## src/rtl/lift_call_scheduler.sv

```systemverilog
// lift_call_scheduler: latches per-floor hall calls, hands the lowest pending
// floor to the nearest idle lift (lift 1 wins ties), and runs each lift
// through IDLE -> MOVE -> DOOR -> IDLE. All outputs are registered.
// Optional build macro LIFT_CALL_SCHED_EMERG_EN adds an emerg_stop input
// that freezes travel and door timing and blocks dispatch while high.
module lift_call_scheduler #(
    parameter int NFLOORS     = 10,
    parameter int FLOOR_TICKS = 8,
    parameter int DOOR_TICKS  = 4,
    parameter int L1_HOME     = 0,
    parameter int L2_HOME     = 9
) (
    input  logic               clock,
    input  logic               reset,
`ifdef LIFT_CALL_SCHED_EMERG_EN
    input  logic               emerg_stop,
`endif
    input  logic [NFLOORS-1:0] call_req,
    output logic [NFLOORS-1:0] call_pending,
    output logic               grant_valid,
    output logic               grant_lift,
    output logic [3:0]         grant_floor,
    output logic [3:0]         l1_floor,
    output logic [3:0]         l2_floor,
    output logic               l1_up,
    output logic               l1_down,
    output logic               l1_door,
    output logic               l2_up,
    output logic               l2_down,
    output logic               l2_door
);

    typedef enum logic [1:0] {S_IDLE, S_MOVE, S_DOOR} lift_state_t;

    // Travel and door counters; both tick limits must fit in 8 bits.
    localparam int CW = 8;

    function automatic logic [3:0] abs_diff(input logic [3:0] a, input logic [3:0] b);
        return (a > b) ? (a - b) : (b - a);
    endfunction

    // Registered state, index 0 = lift 1, index 1 = lift 2.
    lift_state_t         r_state  [2];
    logic [3:0]          r_floor  [2];
    logic [3:0]          r_target [2];
    logic                r_dir    [2];   // 1 = travelling up
    logic [CW-1:0]       r_tcnt   [2];
    logic [CW-1:0]       r_dcnt   [2];
    logic                r_up     [2];
    logic                r_down   [2];
    logic                r_door   [2];
    logic [NFLOORS-1:0]  r_pending;
    logic [NFLOORS-1:0]  r_assigned;
    logic                r_grant_valid;
    logic                r_grant_lift;
    logic [3:0]          r_grant_floor;

    // Next-state values.
    lift_state_t         w_state_nxt  [2];
    logic [3:0]          w_floor_nxt  [2];
    logic [3:0]          w_target_nxt [2];
    logic                w_dir_nxt    [2];
    logic [CW-1:0]       w_tcnt_nxt   [2];
    logic [CW-1:0]       w_dcnt_nxt   [2];
    logic                w_up_nxt     [2];
    logic                w_down_nxt   [2];
    logic                w_door_nxt   [2];
    logic                w_door_done  [2];

    logic                w_emerg;
    logic [3:0]          w_pick_floor;
    logic                w_idle0;
    logic                w_idle1;
    logic                w_grant;
    logic                w_grant_lift;
    logic [NFLOORS-1:0]  w_clear_mask;
    logic [NFLOORS-1:0]  w_done_mask;

`ifdef LIFT_CALL_SCHED_EMERG_EN
    assign w_emerg = emerg_stop;
`else
    assign w_emerg = 1'b0;
`endif

    assign w_idle0 = (r_state[0] == S_IDLE);
    assign w_idle1 = (r_state[1] == S_IDLE);

    // Dispatch: lowest pending floor goes to the nearest idle lift.
    always_comb begin
        // NOTE: every combinational output gets a default first so no path can infer a latch.
        w_pick_floor = '0;
        for (int n = NFLOORS - 1; n >= 0; n--) begin
            if (r_pending[n]) w_pick_floor = 4'(n);
        end
        w_grant = (|r_pending) && (w_idle0 || w_idle1) && !w_emerg;
        if (w_idle0 && w_idle1)
            w_grant_lift = abs_diff(w_pick_floor, r_floor[1]) < abs_diff(w_pick_floor, r_floor[0]);
        else
            w_grant_lift = w_idle1;
        for (int n = 0; n < NFLOORS; n++) begin
            w_clear_mask[n] = w_grant && (w_pick_floor == 4'(n));
            w_done_mask[n]  = (w_door_done[0] && (r_floor[0] == 4'(n))) ||
                              (w_door_done[1] && (r_floor[1] == 4'(n)));
        end
    end

    // Per-lift next-state and next-indicator logic.
    always_comb begin
        for (int i = 0; i < 2; i++) begin
            w_state_nxt[i]  = r_state[i];
            w_floor_nxt[i]  = r_floor[i];
            w_target_nxt[i] = r_target[i];
            w_dir_nxt[i]    = r_dir[i];
            w_tcnt_nxt[i]   = r_tcnt[i];
            w_dcnt_nxt[i]   = r_dcnt[i];
            w_up_nxt[i]     = 1'b0;
            w_down_nxt[i]   = 1'b0;
            w_door_nxt[i]   = 1'b0;
            w_door_done[i]  = 1'b0;
            case (r_state[i])
                S_IDLE: begin
                    if (w_grant && (w_grant_lift == 1'(i))) begin
                        w_target_nxt[i] = w_pick_floor;
                        if (w_pick_floor == r_floor[i]) begin
                            w_state_nxt[i] = S_DOOR;
                            w_dcnt_nxt[i]  = '0;
                            w_door_nxt[i]  = 1'b1;
                        end else begin
                            w_state_nxt[i] = S_MOVE;
                            w_tcnt_nxt[i]  = '0;
                            w_dir_nxt[i]   = (w_pick_floor > r_floor[i]);
                            w_up_nxt[i]    = (w_pick_floor > r_floor[i]);
                            w_down_nxt[i]  = !(w_pick_floor > r_floor[i]);
                        end
                    end
                end
                S_MOVE: begin
                    // Emergency stop holds floor and counter with both arrows dark.
                    if (!w_emerg) begin
                        if (r_tcnt[i] == CW'(FLOOR_TICKS - 1)) begin
                            w_tcnt_nxt[i]  = '0;
                            w_floor_nxt[i] = r_dir[i] ? (r_floor[i] + 4'd1) : (r_floor[i] - 4'd1);
                            if (w_floor_nxt[i] == r_target[i]) begin
                                w_state_nxt[i] = S_DOOR;
                                w_dcnt_nxt[i]  = '0;
                                w_door_nxt[i]  = 1'b1;
                            end else begin
                                w_up_nxt[i]   = r_dir[i];
                                w_down_nxt[i] = !r_dir[i];
                            end
                        end else begin
                            w_tcnt_nxt[i] = r_tcnt[i] + 1'b1;
                            w_up_nxt[i]   = r_dir[i];
                            w_down_nxt[i] = !r_dir[i];
                        end
                    end
                end
                S_DOOR: begin
                    w_door_nxt[i] = 1'b1;
                    if (!w_emerg) begin
                        if (r_dcnt[i] == CW'(DOOR_TICKS - 1)) begin
                            w_state_nxt[i] = S_IDLE;
                            w_door_nxt[i]  = 1'b0;
                            w_door_done[i] = 1'b1;
                        end else begin
                            w_dcnt_nxt[i] = r_dcnt[i] + 1'b1;
                        end
                    end
                end
                default: w_state_nxt[i] = S_IDLE;
            endcase
        end
    end

    // State, call latch and grant registers.
    always_ff @(posedge clock) begin
        // NOTE: sequential state uses non-blocking assignments so every register samples pre-edge values.
        if (reset) begin
            r_pending     <= '0;
            r_assigned    <= '0;
            r_grant_valid <= 1'b0;
            r_grant_lift  <= 1'b0;
            r_grant_floor <= '0;
            r_floor[0]    <= 4'(L1_HOME);
            r_floor[1]    <= 4'(L2_HOME);
            for (int i = 0; i < 2; i++) begin
                r_state[i]  <= S_IDLE;
                r_target[i] <= '0;
                r_dir[i]    <= 1'b0;
                r_tcnt[i]   <= '0;
                r_dcnt[i]   <= '0;
                r_up[i]     <= 1'b0;
                r_down[i]   <= 1'b0;
                r_door[i]   <= 1'b0;
            end
        end else begin
            r_pending     <= (r_pending & ~w_clear_mask) | (call_req & ~r_assigned & ~r_pending);
            r_assigned    <= (r_assigned | w_clear_mask) & ~w_done_mask;
            r_grant_valid <= w_grant;
            if (w_grant) begin
                r_grant_lift  <= w_grant_lift;
                r_grant_floor <= w_pick_floor;
            end
            for (int i = 0; i < 2; i++) begin
                r_state[i]  <= w_state_nxt[i];
                r_floor[i]  <= w_floor_nxt[i];
                r_target[i] <= w_target_nxt[i];
                r_dir[i]    <= w_dir_nxt[i];
                r_tcnt[i]   <= w_tcnt_nxt[i];
                r_dcnt[i]   <= w_dcnt_nxt[i];
                r_up[i]     <= w_up_nxt[i];
                r_down[i]   <= w_down_nxt[i];
                r_door[i]   <= w_door_nxt[i];
            end
        end
    end

    assign call_pending = r_pending;
    assign grant_valid  = r_grant_valid;
    assign grant_lift   = r_grant_lift;
    assign grant_floor  = r_grant_floor;
    assign l1_floor     = r_floor[0];
    assign l2_floor     = r_floor[1];
    assign l1_up        = r_up[0];
    assign l1_down      = r_down[0];
    assign l1_door      = r_door[0];
    assign l2_up        = r_up[1];
    assign l2_down      = r_down[1];
    assign l2_door      = r_door[1];

endmodule

```

## config.mk

```make
export PLATFORM = sky130hd
export DESIGN_NAME = lift_call_scheduler
export DESIGN_NICKNAME = d
export VERILOG_FILES = /design/src/rtl/lift_call_scheduler.sv
export SDC_FILE = /design/constraint.sdc
export NUM_CORES = 1
export LEC_CHECK = 0
export BUFFER_PORTS_ARGS = -buffer_cell sky130_fd_sc_hd__buf_2
export CAP_MARGIN = 20
export CORE_ASPECT_RATIO = 1.25
export CORE_MARGIN = 4
export CORE_UTILIZATION = 42
export DETAILED_ROUTE_END_ITERATION = 8
export PLACE_DENSITY_LB_ADDON = 0.3
export SLEW_MARGIN = 10
export SYNTH_ARGS = -nofsm -noshare
export SYNTH_HDL_FRONTEND = slang
export SYNTH_SLANG_ARGS = --single-unit
```

## constraint.sdc

```tcl
create_clock -name clock -period 8.15 [get_ports clock]
set_input_delay 0.4075 -clock clock [delete_from_list [all_inputs] [get_ports clock]]
set_output_delay 0.4075 -clock clock [all_outputs]
set_load 0.1 [all_outputs]
```

==> flow_metrics.tcl, run 1 <==
set metrics [dict create \
    status "complete, no violations" \
    power_mw 1.91 \
    drive_gt1_share_pct 12.7 \
    tns_ps 0 \
    ios 42 \
    final_cell_mix "86 x dfxtp_1, 70 x a21oi_1, 41 x buf_2, 38 x nor2_1, 35 x nand2_1" \
    finalSetupViolCount 0 \
    slowest_delay_ps 790 \
    rsz0062_at_grt "no" \
    dp_hpwl_um 9070 \
    firstDrtPassIters 5 \
    met3_length_um 401 \
    gp_congestion 0.840 \
    ant_nets 0 \
    top_layer_used "met4" \
    coreArea_um2 11600 \
    period_share_pct 72.8 \
    power_leakage_nw 2.19 \
    start_util_pct 42.7 \
    synth_warnings 0 \
    grt_pass1_wl_um 20400 \
    drt_iter0_drc 280 \
    vdd_drop_max_v 0.000185 \
    crit_buf_inv 1 \
    grt_usage_pct 18.3 \
    dieArea_um2 13600 \
    fmax_mhz 168 \
    layout_setup_ws_ps 2210 \
    crit_arrival_ps 6200 \
    portBuffers 41 \
    placed_area_um2 5220 \
    worstMarginPinSlew_ps 938 \
    final_common_cell "dfxtp_1" \
    synth_cells 580 \
    synth_edf_count 0 \
    htreeDepth 3 \
    pre_cts_slack_ps 2380 \
    cpMaxStageDelayCell "a41oi_1" \
    multiInputGateArea_um2 2990 \
    die_height_um 129 \
    overflow 0 \
    num_vias 4352 \
    ctsHoldBuffers 0 \
    skew_ps 8.76 \
    routed_wl_um 12300 \
    cts_tree "done" \
    ctsResizeCount 0 \
    holdCritPathClass "in -> reg" \
    power_density_nw_per_um2 346 \
    avgRoutedWirePerCell_um 16.4 \
    synth.cell_area_um2 4940 \
    synth_seq_cells 86 \
    report.final.hold_viol_count 0 \
    yosysSeqAreaShare_pct 34.8 \
    stdcell_area_um2 5520 \
    die-width_um 105 \
    syn_nets 627 \
    wl_met1_um 5610 \
    synth_cell_types 59 \
    grt_max_degree 82 \
    cts-buffers-inserted 9 \
    area_growth_pct 11.8 \
    maxSlewViolCount 0 \
    clkSlewWorstSetupHoldPaths_ps 60 \
    insertion_delay_ps 340 \
    grt_pass1_vias 4083 \
    postSynthAreaPerCell_um2 8.52 \
    placementRows 44 \
    crit_family "compound AO/OA/AOI/OAI gates" \
    cp_common_cell "a21oi_1" \
    diodes 0 \
    synthArstFlopShare_pct 0 \
    drc 0 \
    slew-limit-headroom_pct 36.9 \
    synth_top_flop_cell "dfxtp_1" \
    via_per_inst 5.79 \
    clkSinkCount 86 \
    fill_cells 1125 \
    holdWs_ps 312 \
    post_cts_buffers 0 \
    max-clock-path-buffers 2 \
    crit_required_ps 8410 \
    drv_cap 0 \
    start_kind "register" \
    seq_area_um2 1720 \
    critPathMaxFanout 11 \
    layout_min_cycle_time_ps 5940 \
    dr_wl_met2_um 6110 \
    end_kind "register" \
    ctsRootBufferMaster "clkbuf_16" \
    final_nets 655 \
    antenna_found_initial 0 \
    critPathKind "reg -> reg" \
    path_cells "nand2b_1, a21oi_1, o21bai_1, a211oi_1, nor2_1, ha_1, fa_1, inv_1, a21o_1, a21oi_1, nor2b_1, mux2i_1, xor2_1, ha_1, a2111oi_0, o21ai_0, a41oi_1, o21ai_0, a21oi_1" \
]
-- cell usage after synthesis, types with 3 or more instances --
| library cell | count | area share [%] |
|---|---|---|
| xor2_1 | 8 | 1.4 |
| a211oi_1 | 6 | 0.91 |
| and2_1 | 3 | 0.38 |
| nand3_1 | 22 | 2.2 |
| ha_1 | 31 | 7.8 |
| nand2b_1 | 15 | 1.9 |
| inv_1 | 31 | 2.4 |
| nor3_1 | 25 | 2.5 |
| clkbuf_1 | 23 | 1.7 |
| mux2i_1 | 19 | 3.8 |
| dfxtp_1 | 86 | 35 |
| a21boi_0 | 4 | 0.61 |
| a211oi_2 | 4 | 1.0 |
| or4_1 | 6 | 0.91 |
| a221oi_1 | 4 | 0.71 |
| nor4_1 | 8 | 1.0 |
| fa_1 | 4 | 1.6 |
| nor2_1 | 38 | 2.9 |
| o31ai_1 | 3 | 0.46 |
| o221a_2 | 4 | 0.91 |
| a41oi_1 | 5 | 0.89 |
| o21bai_1 | 4 | 0.61 |
| nand2_1 | 35 | 2.7 |
| a21oi_1 | 70 | 7.1 |
| xnor2_1 | 14 | 2.5 |
| o21a_1 | 7 | 1.1 |
| or3_1 | 4 | 0.51 |
| nand4_1 | 8 | 1.0 |
| nor2b_1 | 7 | 0.89 |
| nand3b_1 | 6 | 0.91 |
| a311oi_1 | 5 | 0.89 |
| and3_1 | 6 | 0.76 |
| o21ai_0 | 14 | 1.4 |
| a21o_1 | 9 | 1.4 |
| a22oi_1 | 6 | 0.91 |
| a211o_1 | 3 | 0.53 |
-- report_power, final --
part	switching [mW]	total [mW]	leakage [nW]	internal, mW
clock network	0.169	0.415	0.150	0.247
registers	0.0614	0.547	0.701	0.486
logic	0.664	0.948	1.34	0.283
total	0.894	1.91	2.19	1.02
-- metrics by stage --
step,util [%],std cells
after floorplan,-,580
after global placement,45.2,735
after detailed placement,45.2,735
after CTS,47.8,751
after global routing,47.8,751
final,47.8,751
-- worst min-delay path: cells and delay by family --
kind	cells	cell delay, ps
buffers and inverters	1	100
and+or+nand+nor	1	40
AOI/OAI and AO/OA	1	50
-- cells by family after synthesis --
logic type	Yosys count	share of synthesized area, %
xor gates and xnor gates	22	3.90
adders and majority gates	35	9.47
AOI/OAI and AO/OA	160	21.6
buffers and inverters	58	4.76
and+or+nand+nor	199	21.3
muxes	20	4.08
DFF	86	34.8
-- state kept, by name, indices dropped and copies added (netlist names) --
register	count
r_dcnt	16
r_tcnt	16
call_pending	10
r_assigned	10
r_floor	8
r_target	8
grant_floor	4
r_state	4
r_dir	2
r_door	2
r_down	2
r_up	2
grant_lift	1
grant_valid	1
-- cell type report --
class	instances	area share [%]
Clock buffer	11	4.39
Multi-Input combinational cell	436	54.0
Tap cell	138	3.13
Timing Repair Buffer	44	4.12
Sequential cell	86	31.2
Inverter	31	2.11
Clock inverter	5	1.04
-- per-layer routing --
metal | vias up | global-route usage (%)
met2 | 92 | 30.9
met5 | - | 0
met4 | 0 | 6.72
li1 | 2165 | -
met1 | 2080 | 23.7
met3 | 15 | 2.84
-- final timing paths --
| kind | cells after the start | endpoint | slack, ps | start |
|---|---|---|---|---|
| setup / recovery | 19 | r_tcnt[0][4] | 2210 | call_pending[8] |
| hold / removal | 3 | call_pending[2] | 310 | call_req[2] |
| setup reg to reg | 19 | r_tcnt[0][4] | 2210 | call_pending[8] |
| hold reg to reg | 2 | grant_floor[3] | 460 | grant_floor[3] |
Note: power is estimated with default switching activity, not from simulation.
==> run 2: changes to the inputs <==
--- a/config.mk
+++ b/config.mk
@@ -5,6 +5,7 @@
 export SDC_FILE = /design/constraint.sdc
 export NUM_CORES = 1
 export LEC_CHECK = 0
+export ABC_AREA = 1
 export BUFFER_PORTS_ARGS = -buffer_cell sky130_fd_sc_hd__buf_2
 export CAP_MARGIN = 20
 export CORE_ASPECT_RATIO = 1.25
==> constraint.sdc (replaced) <==
create_clock -name clock -period 5.4 [get_ports clock]
set_input_delay 0.27 -clock clock [delete_from_list [all_inputs] [get_ports clock]]
set_output_delay 0.27 -clock clock [all_outputs]
set_load 0.1 [all_outputs]
==> flow_metrics.tcl, run 2 <==
set metrics [dict create \
    status "complete, no violations" \
    layout_setup_ws_ps 1250 \
    start_util_pct 43.0 \
    final_nets 868 \
    power_leakage_nw 2.73 \
    fmax_mhz 241 \
    postSynthAreaPerCell_um2 6.72 \
    routed_wl_um 12900 \
    dp_cells 974 \
    syn_nets 829 \
    via_per_inst 5.04 \
    rsz0062_at_grt "no" \
    cts-buffers-inserted 9 \
    layout_min_cycle_time_ps 4150 \
    synthMostInstantiatedCell "nand2_1" \
    slew-limit-headroom_pct 38.5 \
    cts_tree "done" \
    placed_area_um2 5610 \
    report.final.hold_viol_count 0 \
    grt_pass1_vias 4549 \
    coreArea_um2 12200 \
    synth_warnings 0 \
    skew_ps 8.17 \
    cpMaxStageDelayCell "dfxtp_1" \
    post_cts_buffers 0 \
    ctsResizeCount 0 \
    antenna_found_initial 0 \
    grt_max_degree 48 \
    firstDrtPassIters 5 \
    synth_cell_types 41 \
    ios 42 \
    layoutNonFillerInstCount 990 \
    avgRoutedWirePerCell_um 13.0 \
    placementRows 45 \
    grt_usage_pct 18.4 \
    stdcell_area_um2 5940 \
    cp_common_cell "nand2_1" \
    max-clock-path-buffers 2 \
    ctsRootBufferMaster "clkbuf_16" \
    synth_top_area_cell "dfxtp_1" \
    final_cell_mix "188 x nand2_1, 102 x inv_1, 88 x nor2_1, 86 x dfxtp_1, 75 x a21oi_1" \
    num_vias 4990 \
    period_share_pct 76.8 \
    synthTopCellsByArea "dfxtp_1 33%, nand2_1 13%, ha_1 7.4%" \
    portBuffers 41 \
    finalSetupViolCount 0 \
    synthArstFlopShare_pct 0 \
    maxSlewViolCount 0 \
    dieArea_um2 14400 \
    drv_cap 0 \
    clkSlewWorstSetupHoldPaths_ps 70 \
    yosys-top-cells-count "188 x nand2_1, 102 x inv_1, 88 x nor2_1, 86 x dfxtp_1, 75 x a21oi_1" \
    clkSinkCount 86 \
    power_density_nw_per_um2 662 \
    vdd_drop_max_v 0.000343 \
    synth_edf_count 0 \
    reg_top3 "r_dcnt (16), r_tcnt (16)" \
    slowest_delay_ps 370 \
    area_growth_pct 13.1 \
    htreeDepth 3 \
    overflow 0 \
    end_kind "register" \
    synth_top_flop_cell "dfxtp_1" \
    ctsHoldBuffers 0 \
    yosysSeqAreaShare_pct 32.8 \
    drt_iter0_drc 264 \
    fill_cells 1271 \
    drive_gt1_share_pct 11.0 \
    dp_hpwl_um 9650 \
    holdCritPathClass "in -> reg" \
    synth_cells 782 \
    ant_nets 0 \
    critPathMaxFanout 8 \
    crit_arrival_ps 4340 \
    drc 0 \
    synth_seq_cells 86 \
    start_kind "register" \
    diodes 0 \
    synth_top_area_share_pct 32.8 \
    worstMarginPinSlew_ps 923 \
    pre_cts_slack_ps 1300 \
    grt_pass1_wl_um 21200 \
    critPathKind "reg -> reg" \
    tns_ps 0 \
    gp_congestion 0.883 \
    final_common_cell "nand2_1" \
    crit_required_ps 5590 \
    insertion_delay_ps 340 \
    synth.cell_area_um2 5250 \
    die-width_um 108 \
    die_height_um 133 \
]
run 2: cell count changes after synthesis, moves of 12 or more:
cell      previous run  this run
nand2_1             35       188
inv_1               31       102
nor2_1              38        88
nand3_1             22        64
o21ai_0             14        36
clkbuf_1            23         8
mux2i_1             19         4
nand2b_1            15         0
nor3_1              25        10
xnor2_1             14         2
run 2: stage by stage:
step | utilization (%) | power (mW) | hold WS [ps]
floorplan | - | 2.76 | 427
global placement | 45.9 | 3.25 | 442
detailed placement | 45.9 | 3.25 | 446
CTS | 48.6 | 3.96 | 250
global route | 48.6 | 4.29 | 268
finish | 48.6 | 3.93 | 256
run 2: path summary, 6_finish.rpt:
kind | from | to | slack (ps) | depth (start not counted)
min reg2reg | r_assigned[9] | r_assigned[9] | 450 | 2
max reg2reg | call_pending[9] | r_dir[0][1] | 1250 | 26
min | call_req[2] | call_pending[2] | 260 | 5
max | call_pending[9] | r_dir[0][1] | 1250 | 26
run 2: report_power, final:
part	internal (mW)	leakage (nW)	switching, mW
sequential	0.797	0.703	0.121
clock	0.433	0.163	0.256
combinational	0.660	1.86	1.66
run 2: worst max-delay path: cells and delay by family (launching register included):
kind | cells | cell delay, ps
xor gates and xnor gates | 1 | 190
buffers and inverters | 3 | 250
AOI/OAI and AO/OA | 4 | 670
and+or+nand+nor | 15 | 1580
DFF | 1 | 370
adders and majority gates | 3 | 920
run 2: cells by family (layout without fill, tap and decap cells):
kind of cell | count (synthesis) | after routing | share of synthesized area, %
muxes | 4 | 4 | 0.762
AOI/OAI and AO/OA | 130 | 130 | 13.5
DFF | 86 | 86 | 32.8
and+or+nand+nor | 395 | 395 | 33.3
adders and majority gates | 35 | 35 | 8.91
xor gates and xnor gates | 10 | 10 | 1.67
buffers and inverters | 122 | 166 | 9.01
run 2: layout make-up:
class / count / area, µm² / share of cell area [%]
clock buffers: 12 / 256 / 4.32
clock inverters: 4 / 77.6 / 1.31
repair buffers: 43 / 220 / 3.71
multi-input cells: 574 / 3060 / 51.5
well taps: 164 / 205 / 3.45
flip-flops and latches: 86 / 1720 / 29.0
inverters: 107 / 402 / 6.76
run 2: layer usage:
| metal | track usage [%] | routed length, µm | vias up |
|---|---|---|---|
| met5 | 0 | 0 | - |
| met4 | 6.74 | 338 | 0 |
| met3 | 3.81 | 602 | 26 |
| met2 | 31.2 | 6160 | 109 |
| met1 | 22.9 | 5770 | 2238 |
| li1 | - | - | 2617 |
==> run 3: changes to the inputs <==
==> constraint.sdc (replaced) <==
create_clock -name clock -period 3.92 [get_ports clock]
set_input_delay 0.196 -clock clock [delete_from_list [all_inputs] [get_ports clock]]
set_output_delay 0.196 -clock clock [all_outputs]
set_load 0.1 [all_outputs]
==> flow_metrics.tcl, run 3 (synthesis gave the netlist of run 2 again) <==
set metrics [dict create \
    status "complete, no violations" \
    layout_setup_ws_ps 247 \
    clkSinkCount 86 \
    finalSetupViolCount 0 \
    fmax_mhz 272 \
    combPwrFrac_pct 63.1 \
    insertion_delay_ps 340 \
    stdcell_area_um2 6150 \
    dp_hpwl_um 9920 \
    final_cell_mix "180 x nand2_1, 102 x inv_1, 87 x nor2_1, 78 x dfxtp_1, 72 x a21oi_1" \
    hold_depth 5 \
    start_util_pct 43.0 \
    final_nets 889 \
    firstDrtPassIters 5 \
    start_kind "register" \
    routed_wl_um 13300 \
    placed_area_um2 5780 \
    via_per_inst 5.00 \
    rr_startpoint "call_pending[7]" \
    placementRows 45 \
    drc 0 \
    ctsRootBufferMaster "clkbuf_16" \
    final_common_cell "nand2_1" \
    critPathMaxFanout 8 \
    ctsHoldBuffers 0 \
    p_sw_share_pct 51.7 \
    holdCritPathClass "in -> reg" \
    drt_iter0_drc 232 \
    end_kind "register" \
    worstMarginPinSlew_ps 643 \
    reg_top3 "r_dcnt (16), r_tcnt (16)" \
    clkSlewWorstSetupHoldPaths_ps 60 \
    crit_required_ps 4190 \
    max-clock-path-buffers 2 \
    die_height_um 133 \
    vdd_drop_max_v 0.000431 \
    die-width_um 108 \
    r2r_cells 21 \
    p_clk_share_pct 15.0 \
    report.final.hold_viol_count 0 \
    avgRoutedWirePerCell_um 13.1 \
    power_density_nw_per_um2 942 \
    grt_usage_pct 19.1 \
    grt_max_degree 47 \
    portBuffers 41 \
    holdPathEnd "call_pending[7]" \
    reg2reg_setup_slack_ps 250 \
    period_share_pct 93.7 \
    diodes 0 \
    grt_pass1_vias 4642 \
    ant_nets 0 \
    grt_pass1_wl_um 22000 \
    cts-buffers-inserted 9 \
    gp_congestion 0.907 \
    dieArea_um2 14400 \
    htreeDepth 3 \
    layout_min_cycle_time_ps 3670 \
    worstHoldStart "call_req[7]" \
    power_leakage_nw 2.82 \
    crit_arrival_ps 3950 \
    switchingPower_mw 3.00 \
    num_vias 5055 \
    skew_ps 5.44 \
    timing.rr.end "r_tcnt[0][2]" \
    critPathKind "reg -> reg" \
    drive_gt1_share_pct 16.3 \
    internal_power_mw 2.80 \
    cts_tree "done" \
    slew-limit-headroom_pct 57.1 \
    pre_cts_slack_ps 81.0 \
    seq_power_share_pct 21.9 \
    area_growth_pct 17.1 \
    antenna_found_initial 0 \
    coreArea_um2 12200 \
    maxSlewViolCount 0 \
    overflow 0 \
    drv_cap 0 \
    ios 42 \
]
## run 3: changes by cell type in the layout (fill, tap and decap cells not counted), moves of 3 or more
| cell | delta |
|---|---|
| buf_4 | +21 |
| nand2_2 | +6 |
| nand2_1 | -8 |
| dfxtp_1 | -8 |
| a21oi_2 | +3 |
| a21oi_1 | -3 |
| dfxtp_2 | +7 |
## run 3: layer usage
metal | wire length (µm) | up-vias | GRT usage (%)
met5 | 0 | - | 0
met4 | 376 | 0 | 7.93
li1 | - | 2660 | -
met3 | 619 | 20 | 3.66
met2 | 6390 | 119 | 31.8
met1 | 5880 | 2256 | 23.9
## run 3: stage by stage
step	instances	utilization, %	hold slack (ps)	setup TNS [ps]	total power [mW]
6_report	1011	50.3	169	0	5.79
3_5_place_dp	995	47.3	450	0	4.74
5_1_grt	1011	50.3	181	-383	6.26
2_1_floorplan	782	-	408	0	3.82
3_3_place_gp	995	47.3	445	0	4.72
4_1_cts	1011	49.8	164	0	5.63
## run 3: how the worst max path moves through the flow
stage	slack [ps]	depth (start not counted)	from	to
after CTS	50	26	call_pending[9]	r_dcnt[0][11]
final	250	21	call_pending[7]	r_tcnt[0][2]
after floorplan	3	20	call_pending[1]	r_dir[0][1]
after global routing	-30	29	call_pending[9]	r_tcnt[0][12]
after global placement	210	26	call_pending[9]	r_dcnt[0][10]
after detailed placement	80	26	call_pending[9]	r_dcnt[0][8]
## run 3: power groups by stage
| stage | Clock, mW | Sequential [mW] | Combinational (mW) |
|---|---|---|---|
| 2_1_floorplan | 0 | 1.75 | 2.07 |
| 3_3_place_gp | 0 | 1.28 | 3.44 |
| 3_5_place_dp | 0 | 1.28 | 3.46 |
| 4_1_cts | 0.888 | 1.27 | 3.48 |
| 5_1_grt | 0.929 | 1.29 | 4.04 |
| 6_report | 0.868 | 1.27 | 3.66 |
## run 3: final cells by class
| cell class | count | area (µm²) |
|---|---|---|
| fillers | 1244 | 6070 |
| multi-input cells | 574 | 3130 |
| flip-flops and latches | 86 | 1730 |
| inverters | 107 | 402 |
| repair buffers | 64 | 378 |
| clock buffers | 11 | 243 |
| well taps | 164 | 205 |
| clock inverters | 5 | 58.8 |
## run 3: what timing repair did
item,in CTS,in global routing
gates resized for setup,0,22
setup endpoints to repair,0,53
buffers inserted,0,0
## run 3: worst max-delay path, stage by stage, from the launching register on
cell and delay, ps:
dfxtp_2 320, nor2_1 220, nand2_1 100, nor2_2 130
o21ai_0 150, inv_1 210, ha_1 320, a21oi_1 200
nand2_2 110, nand2_4 110, mux2i_2 240, xor2_1 260
ha_1 270, nand2_1 60, inv_1 40, nand2_1 110
nand3_4 110, nand3_4 140, nor2_2 70, nor2_4 210
nand2_1 90, a21oi_2 110
